**src/rtl/rf_pkg.sv**
```systemverilog
// rf_pkg: shared definitions for the register-file write arbiter.
//   REG_ADDR_W / REG_DATA_W : register index and data widths of the 32x32 file
//   REG_ZERO                : index of the hard-wired zero register
//   port_e                  : identifies a writeback source (ALU = A, load = B)
package rf_pkg;

  localparam int REG_ADDR_W = 5;
  localparam int REG_DATA_W = 32;
  localparam logic [REG_ADDR_W-1:0] REG_ZERO = 5'd0;

  typedef enum logic {
    PORT_A = 1'b0,
    PORT_B = 1'b1
  } port_e;

endpackage

```
**src/rtl/rf_wr_slot.sv**
```systemverilog
// rf_wr_slot: one-entry holding buffer for a writeback source.
//   clk, rst          : clock, synchronous active-high reset
//   valid_i, ready_o  : request handshake (accepted when both high at posedge)
//   addr_i, data_i    : destination register and write data
//   grant_i           : this slot wins the write port this cycle
//   other_keep_i      : the other slot is valid and stays valid across this edge
//   other_grant_i     : the other slot wins the write port this cycle
//   valid_o, addr_o,
//   data_o            : slot contents
//   young_o           : slot was filled behind a still-pending entry in the other slot
module rf_wr_slot
  import rf_pkg::*;
#(
  parameter int ADDR_W = REG_ADDR_W,
  parameter int DATA_W = REG_DATA_W
) (
  input  logic              clk,
  input  logic              rst,
  input  logic              valid_i,
  output logic              ready_o,
  input  logic [ADDR_W-1:0] addr_i,
  input  logic [DATA_W-1:0] data_i,
  input  logic              grant_i,
  input  logic              other_keep_i,
  input  logic              other_grant_i,
  output logic              valid_o,
  output logic [ADDR_W-1:0] addr_o,
  output logic [DATA_W-1:0] data_o,
  output logic              young_o
);

  logic              valid_q, valid_d;
  logic              young_q, young_d;
  logic [ADDR_W-1:0] addr_q;
  logic [DATA_W-1:0] data_q;
  logic              fill;

  // Draining and refilling in the same cycle keeps an uncontested port at one write per cycle.
  assign ready_o = !valid_q || grant_i;

  // Writes to the zero register complete the handshake but are never stored.
  assign fill = valid_i && ready_o && (addr_i != '0);

  always_comb begin
    valid_d = valid_q;
    young_d = young_q;
    if (fill) begin
      valid_d = 1'b1;
      // Younger only if the other entry was already waiting and survives this edge;
      // two entries landing on the same edge are equal in age.
      young_d = other_keep_i;
    end else begin
      if (grant_i) valid_d = 1'b0;
      // Losing entry becomes the oldest once the other slot drains.
      if (grant_i || other_grant_i) young_d = 1'b0;
    end
  end

  always_ff @(posedge clk) begin
    if (rst) begin
      valid_q <= 1'b0;
      young_q <= 1'b0;
    end else begin
      valid_q <= valid_d;
      young_q <= young_d;
    end
  end

  always_ff @(posedge clk) begin
    if (fill) begin
      addr_q <= addr_i;
      data_q <= data_i;
    end
  end

  assign valid_o = valid_q;
  assign addr_o  = addr_q;
  assign data_o  = data_q;
  assign young_o = young_q;

endmodule

```
**src/rtl/rf_write_arbiter.sv**
```systemverilog
// rf_write_arbiter: shares the register file's single write port between the
// ALU writeback (port A) and the load writeback (port B).
//   clk, rst                         : clock, synchronous active-high reset
//   a_valid/a_ready/a_addr/a_data    : ALU writeback request
//   b_valid/b_ready/b_addr/b_data    : load writeback request
//   RegWrite, rc, dc                 : registered write enable / index / data to the file
//   hz_addr, hz_pending              : decode read-hazard query (combinational)
//   conflict_cnt                     : saturating count of cycles with both slots full
module rf_write_arbiter
  import rf_pkg::*;
#(
  parameter int DATA_W = REG_DATA_W,
  parameter int ADDR_W = REG_ADDR_W,
  parameter int CNT_W  = 16
) (
  input  logic              clk,
  input  logic              rst,
  input  logic              a_valid,
  output logic              a_ready,
  input  logic [ADDR_W-1:0] a_addr,
  input  logic [DATA_W-1:0] a_data,
  input  logic              b_valid,
  output logic              b_ready,
  input  logic [ADDR_W-1:0] b_addr,
  input  logic [DATA_W-1:0] b_data,
  output logic              RegWrite,
  output logic [ADDR_W-1:0] rc,
  output logic [DATA_W-1:0] dc,
  input  logic [ADDR_W-1:0] hz_addr,
  output logic              hz_pending,
  output logic [CNT_W-1:0]  conflict_cnt
);

  logic              sa_valid, sb_valid;
  logic              sa_young, sb_young;
  logic [ADDR_W-1:0] sa_addr, sb_addr;
  logic [DATA_W-1:0] sa_data, sb_data;

  logic              gnt_a, gnt_b, tie;
  port_e             rr_q, rr_d;

  logic              we_q;
  logic [ADDR_W-1:0] rc_q, rc_d;
  logic [DATA_W-1:0] dc_q, dc_d;
  logic [CNT_W-1:0]  cnt_q, cnt_d;

  rf_wr_slot #(.ADDR_W(ADDR_W), .DATA_W(DATA_W)) u_slot_a (
    .clk          (clk),
    .rst          (rst),
    .valid_i      (a_valid),
    .ready_o      (a_ready),
    .addr_i       (a_addr),
    .data_i       (a_data),
    .grant_i      (gnt_a),
    .other_keep_i (sb_valid && !gnt_b),
    .other_grant_i(gnt_b),
    .valid_o      (sa_valid),
    .addr_o       (sa_addr),
    .data_o       (sa_data),
    .young_o      (sa_young)
  );

  rf_wr_slot #(.ADDR_W(ADDR_W), .DATA_W(DATA_W)) u_slot_b (
    .clk          (clk),
    .rst          (rst),
    .valid_i      (b_valid),
    .ready_o      (b_ready),
    .addr_i       (b_addr),
    .data_i       (b_data),
    .grant_i      (gnt_b),
    .other_keep_i (sa_valid && !gnt_a),
    .other_grant_i(gnt_a),
    .valid_o      (sb_valid),
    .addr_o       (sb_addr),
    .data_o       (sb_data),
    .young_o      (sb_young)
  );

  // Grant: oldest entry first; equal age resolved by the round-robin pointer.
  always_comb begin
    gnt_a = 1'b0;
    gnt_b = 1'b0;
    tie   = 1'b0;
    if (sa_valid && sb_valid) begin
      if (sa_young && !sb_young) begin
        gnt_b = 1'b1;
      end else if (sb_young && !sa_young) begin
        gnt_a = 1'b1;
      end else begin
        tie = 1'b1;
        if (rr_q == PORT_A) gnt_a = 1'b1;
        else                gnt_b = 1'b1;
      end
    end else if (sa_valid) begin
      gnt_a = 1'b1;
    end else if (sb_valid) begin
      gnt_b = 1'b1;
    end
  end

  always_comb begin
    rr_d = rr_q;
    if (tie) rr_d = (rr_q == PORT_A) ? PORT_B : PORT_A;
  end

  always_comb begin
    rc_d = rc_q;
    dc_d = dc_q;
    if (gnt_a) begin
      rc_d = sa_addr;
      dc_d = sa_data;
    end else if (gnt_b) begin
      rc_d = sb_addr;
      dc_d = sb_data;
    end
  end

  always_comb begin
    cnt_d = cnt_q;
    if (sa_valid && sb_valid && (cnt_q != {CNT_W{1'b1}})) cnt_d = cnt_q + CNT_W'(1);
  end

  // Output stage: one registered write per granted cycle; a reset edge never emits a write.
  always_ff @(posedge clk) begin
    if (rst) begin
      rr_q  <= PORT_A;
      we_q  <= 1'b0;
      rc_q  <= '0;
      dc_q  <= '0;
      cnt_q <= '0;
    end else begin
      rr_q  <= rr_d;
      we_q  <= gnt_a || gnt_b;
      rc_q  <= rc_d;
      dc_q  <= dc_d;
      cnt_q <= cnt_d;
    end
  end

  // A write is in flight while it sits in a slot or is being presented to the file.
  assign hz_pending = (hz_addr != '0) &&
                      ((sa_valid && (sa_addr == hz_addr)) ||
                       (sb_valid && (sb_addr == hz_addr)) ||
                       (we_q && (rc_q == hz_addr)));

  assign RegWrite     = we_q;
  assign rc           = rc_q;
  assign dc           = dc_q;
  assign conflict_cnt = cnt_q;

endmodule

```
**config.mk**
```make
export PLATFORM = sky130hd
export DESIGN_NAME = rf_write_arbiter
export DESIGN_NICKNAME = d
export VERILOG_FILES = /design/src/rtl/rf_pkg.sv /design/src/rtl/rf_wr_slot.sv /design/src/rtl/rf_write_arbiter.sv
export SDC_FILE = /design/constraint.sdc
export NUM_CORES = 1
export LEC_CHECK = 0
export ABC_CLOCK_PERIOD_IN_PS = 4600
export CAP_MARGIN = 20
export CORE_MARGIN = 5
export CORE_UTILIZATION = 48
export CTS_CLUSTER_DIAMETER = 30
export DETAILED_ROUTE_END_ITERATION = 12
export HOLD_SLACK_MARGIN = 0.12
export PLACE_DENSITY = 0.8
export SYNTH_ARGS = -nofsm -noshare
export SYNTH_HDL_FRONTEND = slang
export SYNTH_SLANG_ARGS = --single-unit
```
**constraint.sdc**
```tcl
create_clock -name clk -period 4.6 [get_ports clk]
set_input_delay 1.38 -clock clk [delete_from_list [all_inputs] [get_ports clk]]
set_output_delay 1.38 -clock clk [all_outputs]
set_load 0.05 [all_outputs]
```
==> metrics.txt, run 1 <==
RSZ-0062 raised after global routing false; r2r worst-path depth 6; worst slew pin tran 0.656 ns; number of H-tree levels 4; Cells on Worst Hold Path 2; die width approximately 110 um; vias in the first global route approximately 4200; largest fanout on the critical path 4; DRC 0; Worst-path clk slew 0.06 ns; grt ovf 0; ys async rst share 0%; Setup Skew ~0.0094 ns; shortest period the worst path allows around 4.4 ns; post-synth cell types 43; Pleak 2.51 nW; root buf cell clkbuf_8; critical path arrival 3.07 ns; post-synth top area share 42.9%; status complete, no violations; drt wl/cell 17.8 um; Post-synth EDFFs 74; Synth area leaders edfxtp_1 43%, dfxtp_1 23%, nand2_1 5.9%; drt via density between 5 and 6; fin crit share between 90% and 100%; Crit path largest cell delay around 0.52 ns; DR pass1 iterations 4; Max IR drop VDD 0.000273 V; GRT Util Overall between 20% and 30%; IO Count 140; Worst path slowest cell clkdlybuf4s50_1; Post-CTS Setup Inserts 0; setup violators final 0; Final Hold Vio Count 0; Post-Synthesis Net Count 528; Post-DP HPWL 8800 um; area leader, netlist edfxtp_1; Slew Limit Fails 0; TritonCTS clock tree done; diodes inserted 0; FMAX 225 MHz; first-pass GRT wire length 20700 um; delay-heaviest family, CP buffers and inverters; CTS buffer count 17; final design utilization 69.2%; Clock Sinks approximately 130; WS Path Type in2out; largest net degree at the start of global routing 42; Worst Setup End Kind output pin; Final TNS setup 0 ns; Avg Cell Area, Syn between 10 and 15 sq um; Post-Route WL 13100 um; pwr/cell area 429 nW/um^2; yosys warns 0; starting density of the core slightly below 50%; Critical path buffers and inverters 2; Die Footprint 13000 sq um; Vias slightly above 4000; CTS resizes 0; max_cap viols 0; initial DRC count roughly 240; Cell Rows 38; Final nets 667; placer's final routability congestion estimate 0.877; Post-Synthesis Cells ~440; flops & latches, synth 133; Clk Latency, worst-skew pair between 0.5 and 0.6 ns; Rel. slew slack 55.8%; Core ar. 10700 sq um; Main synth FF type edfxtp_1; part of the Yosys area used for sequential elements 65.7%; Buffers on Ports 139; Hold Path Class reg2reg; antenna-violating nets left 0; fraction of layout cells with a size suffix above 1 9.93%; Worst Setup Start Kind input port; area grow syn2layout 43.0%; Levels on crit path 6; Hold-fix buffers, CTS 0; initial antenna violation count 0; synthesized area 5180 sq um; cell breakdown of the critical path clkdlybuf4s50_1 > xor2_1 > nor4_1 > a32oi_1 > a21oi_1 > buf_12; CTS Buffer Depth 2; Die Y 114 um; Req. time, crit path 3.22 ns
## final timing paths
kind | end | slack, ns | from
worst min-delay path | dc[12] | 0.47 | dc[12]
worst max register to register | conflict_cnt[7] | 2.33 | conflict_cnt[0]
worst max-delay path | hz_pending | 0.15 | hz_addr[0]
worst min register to register | dc[12] | 0.47 | dc[12]
## routing by layer
| metal | track usage, % | vias to the layer above | wire length [um] |
|---|---|---|---|
| li1 | - | 1944 | - |
| met4 | 8.31 | 0 | 236 |
| met1 | 23.5 | 1966 | 5200 |
| met3 | 6.05 | 18 | 859 |
| met5 | 0 | - | 0 |
| met2 | 36.2 | 141 | 6780 |
## state kept, by name, summed over array words and instances, names as in the netlist, 5 cells and up
name             count
conflict_cnt        16
dc                  32
rc                   5
u_slot_a.addr_o      5
u_slot_a.data_o     32
u_slot_b.addr_o      5
u_slot_b.data_o     32
## cells in the mapped netlist, types with 3 or more instances
master    count
a21oi_1      13
buf_1         7
buf_2         3
clkbuf_1     17
dfxtp_1      59
edfxtp_1     74
ha_1          3
inv_1         3
nand2_1      81
nand3_1       4
nand4_1      43
nor2_1       13
nor2b_1       6
nor4_1        7
o211ai_1     37
o21ai_0      11
o31ai_1       3
or3_1         5
or4_1         6
xnor2_1       3
xor2_1       13
## final cells by class
| type | count | area [sq um] |
|---|---|---|
| clock inverters | 13 | 193 |
| repair buffers | 150 | 1500 |
| clock buffers | 19 | 443 |
| fillers | 792 | 3300 |
| inverters | 3 | 11.3 |
| flip-flops and latches | 133 | 3400 |
| well taps | 140 | 175 |
| multi-input cells | 276 | 1680 |
## tightest hold or removal path: cells and delay by family (launching register included)
kind               cells  cell delay [ns]
and+or+nand+nor        1             0.05
DFF                    1             0.32
AOI/OAI and AO/OA      1             0.06
## report_power, final
group / switching [W] / internal (W)
combinational: 0.000221 / 0.000150
clock: 0.000511 / 0.000920
sequential: 0.0000371 / 0.00133
## cells by family after synthesis
| logic type | share of synthesized area, % |
|---|---|
| flops | 65.7 |
| mux | 0.628 |
| compound gates | 9.50 |
| buf+inv | 2.76 |
| fa+ha+maj | 0.725 |
| xor+xnor | 2.71 |
| simple gates | 17.9 |
## through the flow
stage | hold WS, ns | cell area (sq um) | total power, W | setup slack, ns | cells
after CTS | 0.474 | 7380 | 0.00320 | 0.148 | 733
final | 0.469 | 7400 | 0.00317 | 0.153 | 734
after global placement | 0.454 | 6740 | 0.00175 | 0.359 | 701
after global routing | 0.507 | 7400 | 0.00327 | 0.0872 | 734
after floorplan | 0.464 | 5180 | 0.00159 | 0.525 | 442
after detailed placement | 0.459 | 6740 | 0.00176 | 0.164 | 701
## layout by cell type (no fill, tap or decap), types with 5 or more instances in the layout
| master | netlist | layout |
|---|---|---|
| nor2_1 | 13 | 12 |
| o21ai_0 | 11 | 10 |
| clkbuf_16 | 0 | 17 |
| or4_1 | 6 | 6 |
| clkdlybuf4s50_1 | 0 | 138 |
| a21oi_1 | 13 | 13 |
| nand2_1 | 81 | 81 |
| o211ai_1 | 37 | 37 |
| buf_4 | 2 | 10 |
| dfxtp_1 | 59 | 58 |
| or3_1 | 5 | 5 |
| xor2_1 | 13 | 13 |
| nand4_1 | 43 | 43 |
| edfxtp_1 | 74 | 74 |
| nor4_1 | 7 | 6 |
Note: power is estimated with default switching activity, not from simulation.
==> run 2, diff against run 1 <==
--- a/config.mk
+++ b/config.mk
@@ -5,14 +5,15 @@
 export SDC_FILE = /design/constraint.sdc
 export NUM_CORES = 1
 export LEC_CHECK = 0
-export ABC_CLOCK_PERIOD_IN_PS = 4600
+export ABC_CLOCK_PERIOD_IN_PS = 5500
 export CAP_MARGIN = 20
 export CORE_MARGIN = 5
-export CORE_UTILIZATION = 48
+export CORE_UTILIZATION = 52
 export CTS_CLUSTER_DIAMETER = 30
 export DETAILED_ROUTE_END_ITERATION = 12
-export HOLD_SLACK_MARGIN = 0.12
-export PLACE_DENSITY = 0.8
+export GPL_ROUTABILITY_DRIVEN = 0
+export HOLD_SLACK_MARGIN = 0.08
+export PLACE_DENSITY = 0.85
 export SYNTH_ARGS = -nofsm -noshare
 export SYNTH_HDL_FRONTEND = slang
 export SYNTH_SLANG_ARGS = --single-unit
==> constraint.sdc (replaced) <==
create_clock -name clk -period 5.5 [get_ports clk]
set_input_delay 1.65 -clock clk [delete_from_list [all_inputs] [get_ports clk]]
set_output_delay 1.65 -clock clk [all_outputs]
set_load 0.05 [all_outputs]
==> metrics.txt, run 2 (synthesized netlist as in run 1, its figures left out) <==
Rel. slew slack 31.7% (-24 points); Post-Route WL 13600 um (+3.7%); DRC 0 (unchanged); die width 110 um (-3.6%); RSZ-0062 raised after global routing false; area grow syn2layout 42.0%; drt via density 5.66 (+2.1%); Setup Skew 0.00839 ns (-0.00105 ns); Cell Rows 36 (-5.3%); Worst Setup SP hz_addr[3]; IO Count 140 (unchanged); Core ar. 9730 sq um (-9.1%); FMAX 201 MHz; Die Footprint 12000 sq um (-7.0%); CTS buffer count 17 (unchanged); setup violators final 0 (unchanged); most common cell after layout, fill and taps aside clkdlybuf4s50_1; largest fanout on the critical path 4 (unchanged); DR pass1 iterations 5 (+1); fraction of layout cells with a size suffix above 1 9.64% (-0.29 points); Buffers on Ports 139 (unchanged); vias in the first global route 4199 (-0.12%); Fillers 662 (-16%); Area after DPL 6710 sq um (-0.58%); Pleak 2.49 nW (-0.99%); diodes inserted 0 (unchanged); GRT Util Overall 23.1% (+2.5 points); status complete, no violations; r2r worst-path depth 6 (unchanged); CTS resizes 0 (unchanged); met3 routed WL 1070 um (+25%); Vias 4096 (+0.66%); grt ovf 0 (unchanged); Reg2Reg Setup Slack 2.87 ns (+0.54 ns); worst slew pin tran 1.02 ns (+0.365 ns); number of H-tree levels 4 (unchanged); pwr/cell area 350 nW/um^2 (-18%); Worst Setup Start Kind input port; Final TNS setup 0 ns (unchanged); Hold Path Class reg2reg; commonest non-fill, non-tap cells in the layout 138 x clkdlybuf4s50_1, 81 x nand2_1, 74 x edfxtp_1; DR WL met2 7050 um (+3.9%); Power Total 0.00257 W (-19%); first-pass GRT wire length 20900 um (+1.1%); Worst-path clk slew 0.06 ns (about the same); Die Y 110 um (-3.6%); Post-CTS Setup Inserts 0 (unchanged); Req. time, crit path 3.85 ns (+0.63 ns); Worst Hold Path EP dc[11]; Post-DP HPWL 9010 um (+2.3%); drt wl/cell 18.7 um (+5.1%); TritonCTS clock tree done; starting density of the core 53.2% (+4.8 points); Worst Setup End Kind output pin; Clk Latency, worst-skew pair 0.51 ns (about the same); Final Hold Vio Count 0 (unchanged); largest net degree at the start of global routing 45 (+7.1%); WS Path Type in2out; root buf cell clkbuf_8; register area 3400 sq um (unchanged); worst r2r src u_slot_b.young_o; shortest period the worst path allows 4.98 ns; multi-input combinational cell area 1680 sq um (unchanged); post-route cell area 7350 sq um (-0.69%); M1 WL 5190 um (about the same); CTS Buffer Depth 2 (unchanged); antenna-violating nets left 0 (unchanged); initial DRC count 250 (+5.5%); critical path arrival 3.33 ns (+0.26 ns); max_cap viols 0 (unchanged); initial antenna violation count 0 (unchanged); Top Metal Used met4; worst hold start dc[11]; Cells on Worst Hold Path 2 (unchanged); Hold-fix buffers, CTS 0 (unchanged); Critical R2R Capture dc[22]; fin crit share 90.5%; Max IR drop VDD 0.000182 V (-33%); Final nets 664 (-0.45%); Clock Sinks 133 (unchanged); Slew Limit Fails 0 (unchanged)
[run 2: worst max-delay path by stage]
stage,depth (start not counted),end
final,6,hz_pending
after CTS,6,hz_pending
after detailed placement,6,hz_pending
after global routing,6,hz_pending
after floorplan,4,hz_pending
after global placement,6,hz_pending
[run 2: per-layer routing]
metal | GRT usage, % | vias to the layer above
li1 | - | 1937
met1 | 27.8 | 1941
met2 | 39.0 | 195
met3 | 7.05 | 23
met4 | 8.99 | 0
met5 | 0 | -
[run 2: area by class of cell]
cell class,instances,share of cell area [%]
Sequential cell,133,46.3
Multi-Input combinational cell,276,22.8
Timing Repair Buffer,147,20.3
Clock buffer,18,5.82
Clock inverter,14,2.28
Tap cell,133,2.26
Inverter,3,0.153
[run 2: power by group]
group	switching, W	leakage (nW)	internal [W]	total [W]
Combinational	0.000180	0.996	0.000126	0.000306
Sequential	0.0000370	1.20	0.00112	0.00115
Clock	0.000443	0.287	0.000671	0.00111
[run 2: critical path, cell delays in order]
cell             delay [ns]
clkdlybuf4s50_1        0.52
xor2_1                 0.20
nor4_1                 0.38
nand3_1                0.13
a21oi_1                0.27
buf_12                 0.18
[run 2: through the flow]
stage,hold WS (ns),util (%),worst slack (ns),std cells
floorplan,0.464,-,0.885,442
global placement,0.450,68.9,0.683,690
detailed placement,0.459,68.9,0.579,690
CTS,0.473,75.0,0.564,722
global route,0.488,75.5,0.421,724
finish,0.469,75.5,0.525,724
==> run 3, diff against run 2 <==
--- a/config.mk
+++ b/config.mk
@@ -7,9 +7,11 @@
 export LEC_CHECK = 0
 export ABC_CLOCK_PERIOD_IN_PS = 5500
 export CAP_MARGIN = 20
+export CORE_ASPECT_RATIO = 2
 export CORE_MARGIN = 5
 export CORE_UTILIZATION = 52
 export CTS_CLUSTER_DIAMETER = 30
+export CTS_CLUSTER_SIZE = 10
 export DETAILED_ROUTE_END_ITERATION = 12
 export GPL_ROUTABILITY_DRIVEN = 0
 export HOLD_SLACK_MARGIN = 0.08
==> metrics.txt, run 3 (synthesized netlist as in run 1, its figures left out) <==
status complete, no violations; largest net degree at the start of global routing 48 (+6.7%); grt ovf 0 (unchanged); net switching power 0.000644 W (-2.4%); Post-CTS Setup Inserts 0 (unchanged); Flop pwr share 45.1% (+0.3 points); Final nets 662 (-0.30%); Core ar. 9760 sq um (+0.35%); initial antenna violation count 0 (unchanged); Switching Share 25.2% (-0.44 points); Pleak 2.45 nW (-1.4%); worst slew pin tran 1.06 ns (+0.0392 ns); commonest non-fill, non-tap cells in the layout 138 x clkdlybuf4s50_1, 81 x nand2_1, 74 x edfxtp_1; Req. time, crit path 3.85 ns (about the same); Max IR drop VDD 0.000284 V (+56%); Slew Limit Fails 0 (unchanged); FMAX 203 MHz (+0.88%); Worst-path clk slew 0.06 ns (about the same); CTS Buffer Depth 2 (unchanged); multi-input combinational cell area 1680 sq um (unchanged); RSZ-0062 raised after global routing false; pwr/cell area 350 nW/um^2 (about the same); drt wl/cell 18.5 um (-0.94%); Worst path slowest cell clkdlybuf4s50_1; vias in the first global route 4383 (+4.4%); TritonCTS clock tree done; Post-DP HPWL 9190 um (+2.0%); Clk Latency, worst-skew pair 0.41 ns (-0.10 ns); Critical path buffers and inverters 2 (unchanged); CTS buffer count 17 (unchanged); Die Footprint 12200 sq um (+1.0%); WS Path Type in2out; Worst Setup End Kind output pin; largest fanout on the critical path 4 (unchanged); final design utilization 74.8% (-0.76 points); area grow syn2layout 41.0%; Clock Sinks 133 (unchanged); Hold Path Class reg2reg; root buf cell clkbuf_16; Worst Setup Start Kind input port; Rel. slew slack 29.2% (-2.5 points); antenna-violating nets left 0 (unchanged); Clk pwr share 43.1% (-0.2 points); max_cap viols 0 (unchanged); starting density of the core 53.0% (-0.18 points); shortest period the worst path allows 4.93 ns (-0.0435 ns); Final TNS setup 0 ns (unchanged); Final Hold Vio Count 0 (unchanged); cell breakdown of the critical path clkdlybuf4s50_1 > xor2_1 > nor4_1 > a32oi_1 > a21oi_1 > buf_12; Setup Skew 0.0106 ns (+0.00225 ns); delay-heaviest family, CP buffers and inverters; Post-Route WL 13400 um (-1.4%); first-pass GRT wire length 21100 um (+0.83%); GRT Util Overall 23.1% (-0.054 points); number of H-tree levels 4 (unchanged); Crit path largest cell delay 0.51 ns (about the same); Fillers 656 (-0.91%); register area 3400 sq um (unchanged); Comb pwr share 11.8% (about the same); Hold-fix buffers, CTS 0 (unchanged); critical path arrival 3.28 ns (-0.05 ns); initial DRC count 239 (-4.4%); diodes inserted 0 (unchanged); drt via density 5.68 (+0.39%); CTS resizes 0 (unchanged); most common cell after layout, fill and taps aside clkdlybuf4s50_1; DRC 0 (unchanged); setup violators final 0 (unchanged); Vias 4095 (-0.024%); fraction of layout cells with a size suffix above 1 9.17% (-0.48 points); fin crit share 89.7% (-0.79 points); DR pass1 iterations 4 (-1); Int Pwr 0.00191 W (-0.11%); IO Count 140 (unchanged); die width 80.6 um (-27%); Buffers on Ports 139 (unchanged); Die Y 151 um (+38%); Cell Rows 51 (+42%)
==> run 3: changes by cell type in the layout (fill, tap and decap cells not counted) <==
| cell | change |
|---|---|
| clkinv_2 | +2 |
| clkinv_4 | -2 |
| clkbuf_8 | -2 |
| inv_6 | -2 |
| buf_16 | -1 |
| clkbuf_16 | +1 |
| buf_4 | -1 |
| clkinvlp_4 | +3 |
| inv_8 | -1 |
| clkbuf_1 | +1 |
==> run 3: tightest hold or removal path: stages (launching register included) <==
cell	delay [ns]
dfxtp_1	0.32
nand2_1	0.05
o211ai_1	0.06
==> run 3: through the flow <==
stage | total power, W | cell area (sq um) | setup slack [ns] | hold slack [ns] | std cells
finish | 0.00255 | 7300 | 0.568 | 0.467 | 721
global route | 0.00264 | 7300 | 0.478 | 0.497 | 721
CTS | 0.00257 | 7280 | 0.579 | 0.471 | 720
detailed placement | 0.00147 | 6700 | 0.593 | 0.458 | 688
global placement | 0.00146 | 6700 | 0.679 | 0.451 | 688
floorplan | 0.00133 | 5180 | 0.885 | 0.464 | 442
==> run 3: final timing paths <==
check,endpoint,slack [ns],start,cells after the start
worst max register to register,rc[4],2.76,u_slot_a.valid_o,5
worst max-delay path,hz_pending,0.57,hz_addr[4],6
worst min-delay path,dc[24],0.47,dc[24],2
worst min register to register,dc[24],0.47,dc[24],2
==> run 3: area by class of cell <==
cell class / count / area share, %
Clock buffer: 18 / 5.88
Clock inverter: 14 / 2.11
Inverter: 3 / 0.154
Multi-Input combinational cell: 276 / 23.0
Sequential cell: 133 / 46.6
Tap cell: 132 / 2.26
Timing Repair Buffer: 145 / 20.0
==> run 3: layer usage <==
| layer | global-route usage [%] | vias up | wire length (um) |
|---|---|---|---|
| li1 | - | 1937 | - |
| met3 | 7.26 | 23 | 738 |
| met2 | 42.2 | 168 | 7560 |
| met4 | 10.4 | 0 | 382 |
| met1 | 23.3 | 1967 | 4690 |
| met5 | 0 | - | 0 |
==> run 3: power groups by stage <==
stage	Sequential (W)	Combinational [W]	Clock, W
after global routing	0.00116	0.000317	0.00117
after global placement	0.00117	0.000292	0
final	0.00115	0.000301	0.00110
after CTS	0.00115	0.000301	0.00111
after detailed placement	0.00117	0.000300	0
after floorplan	0.00125	0.0000799	0
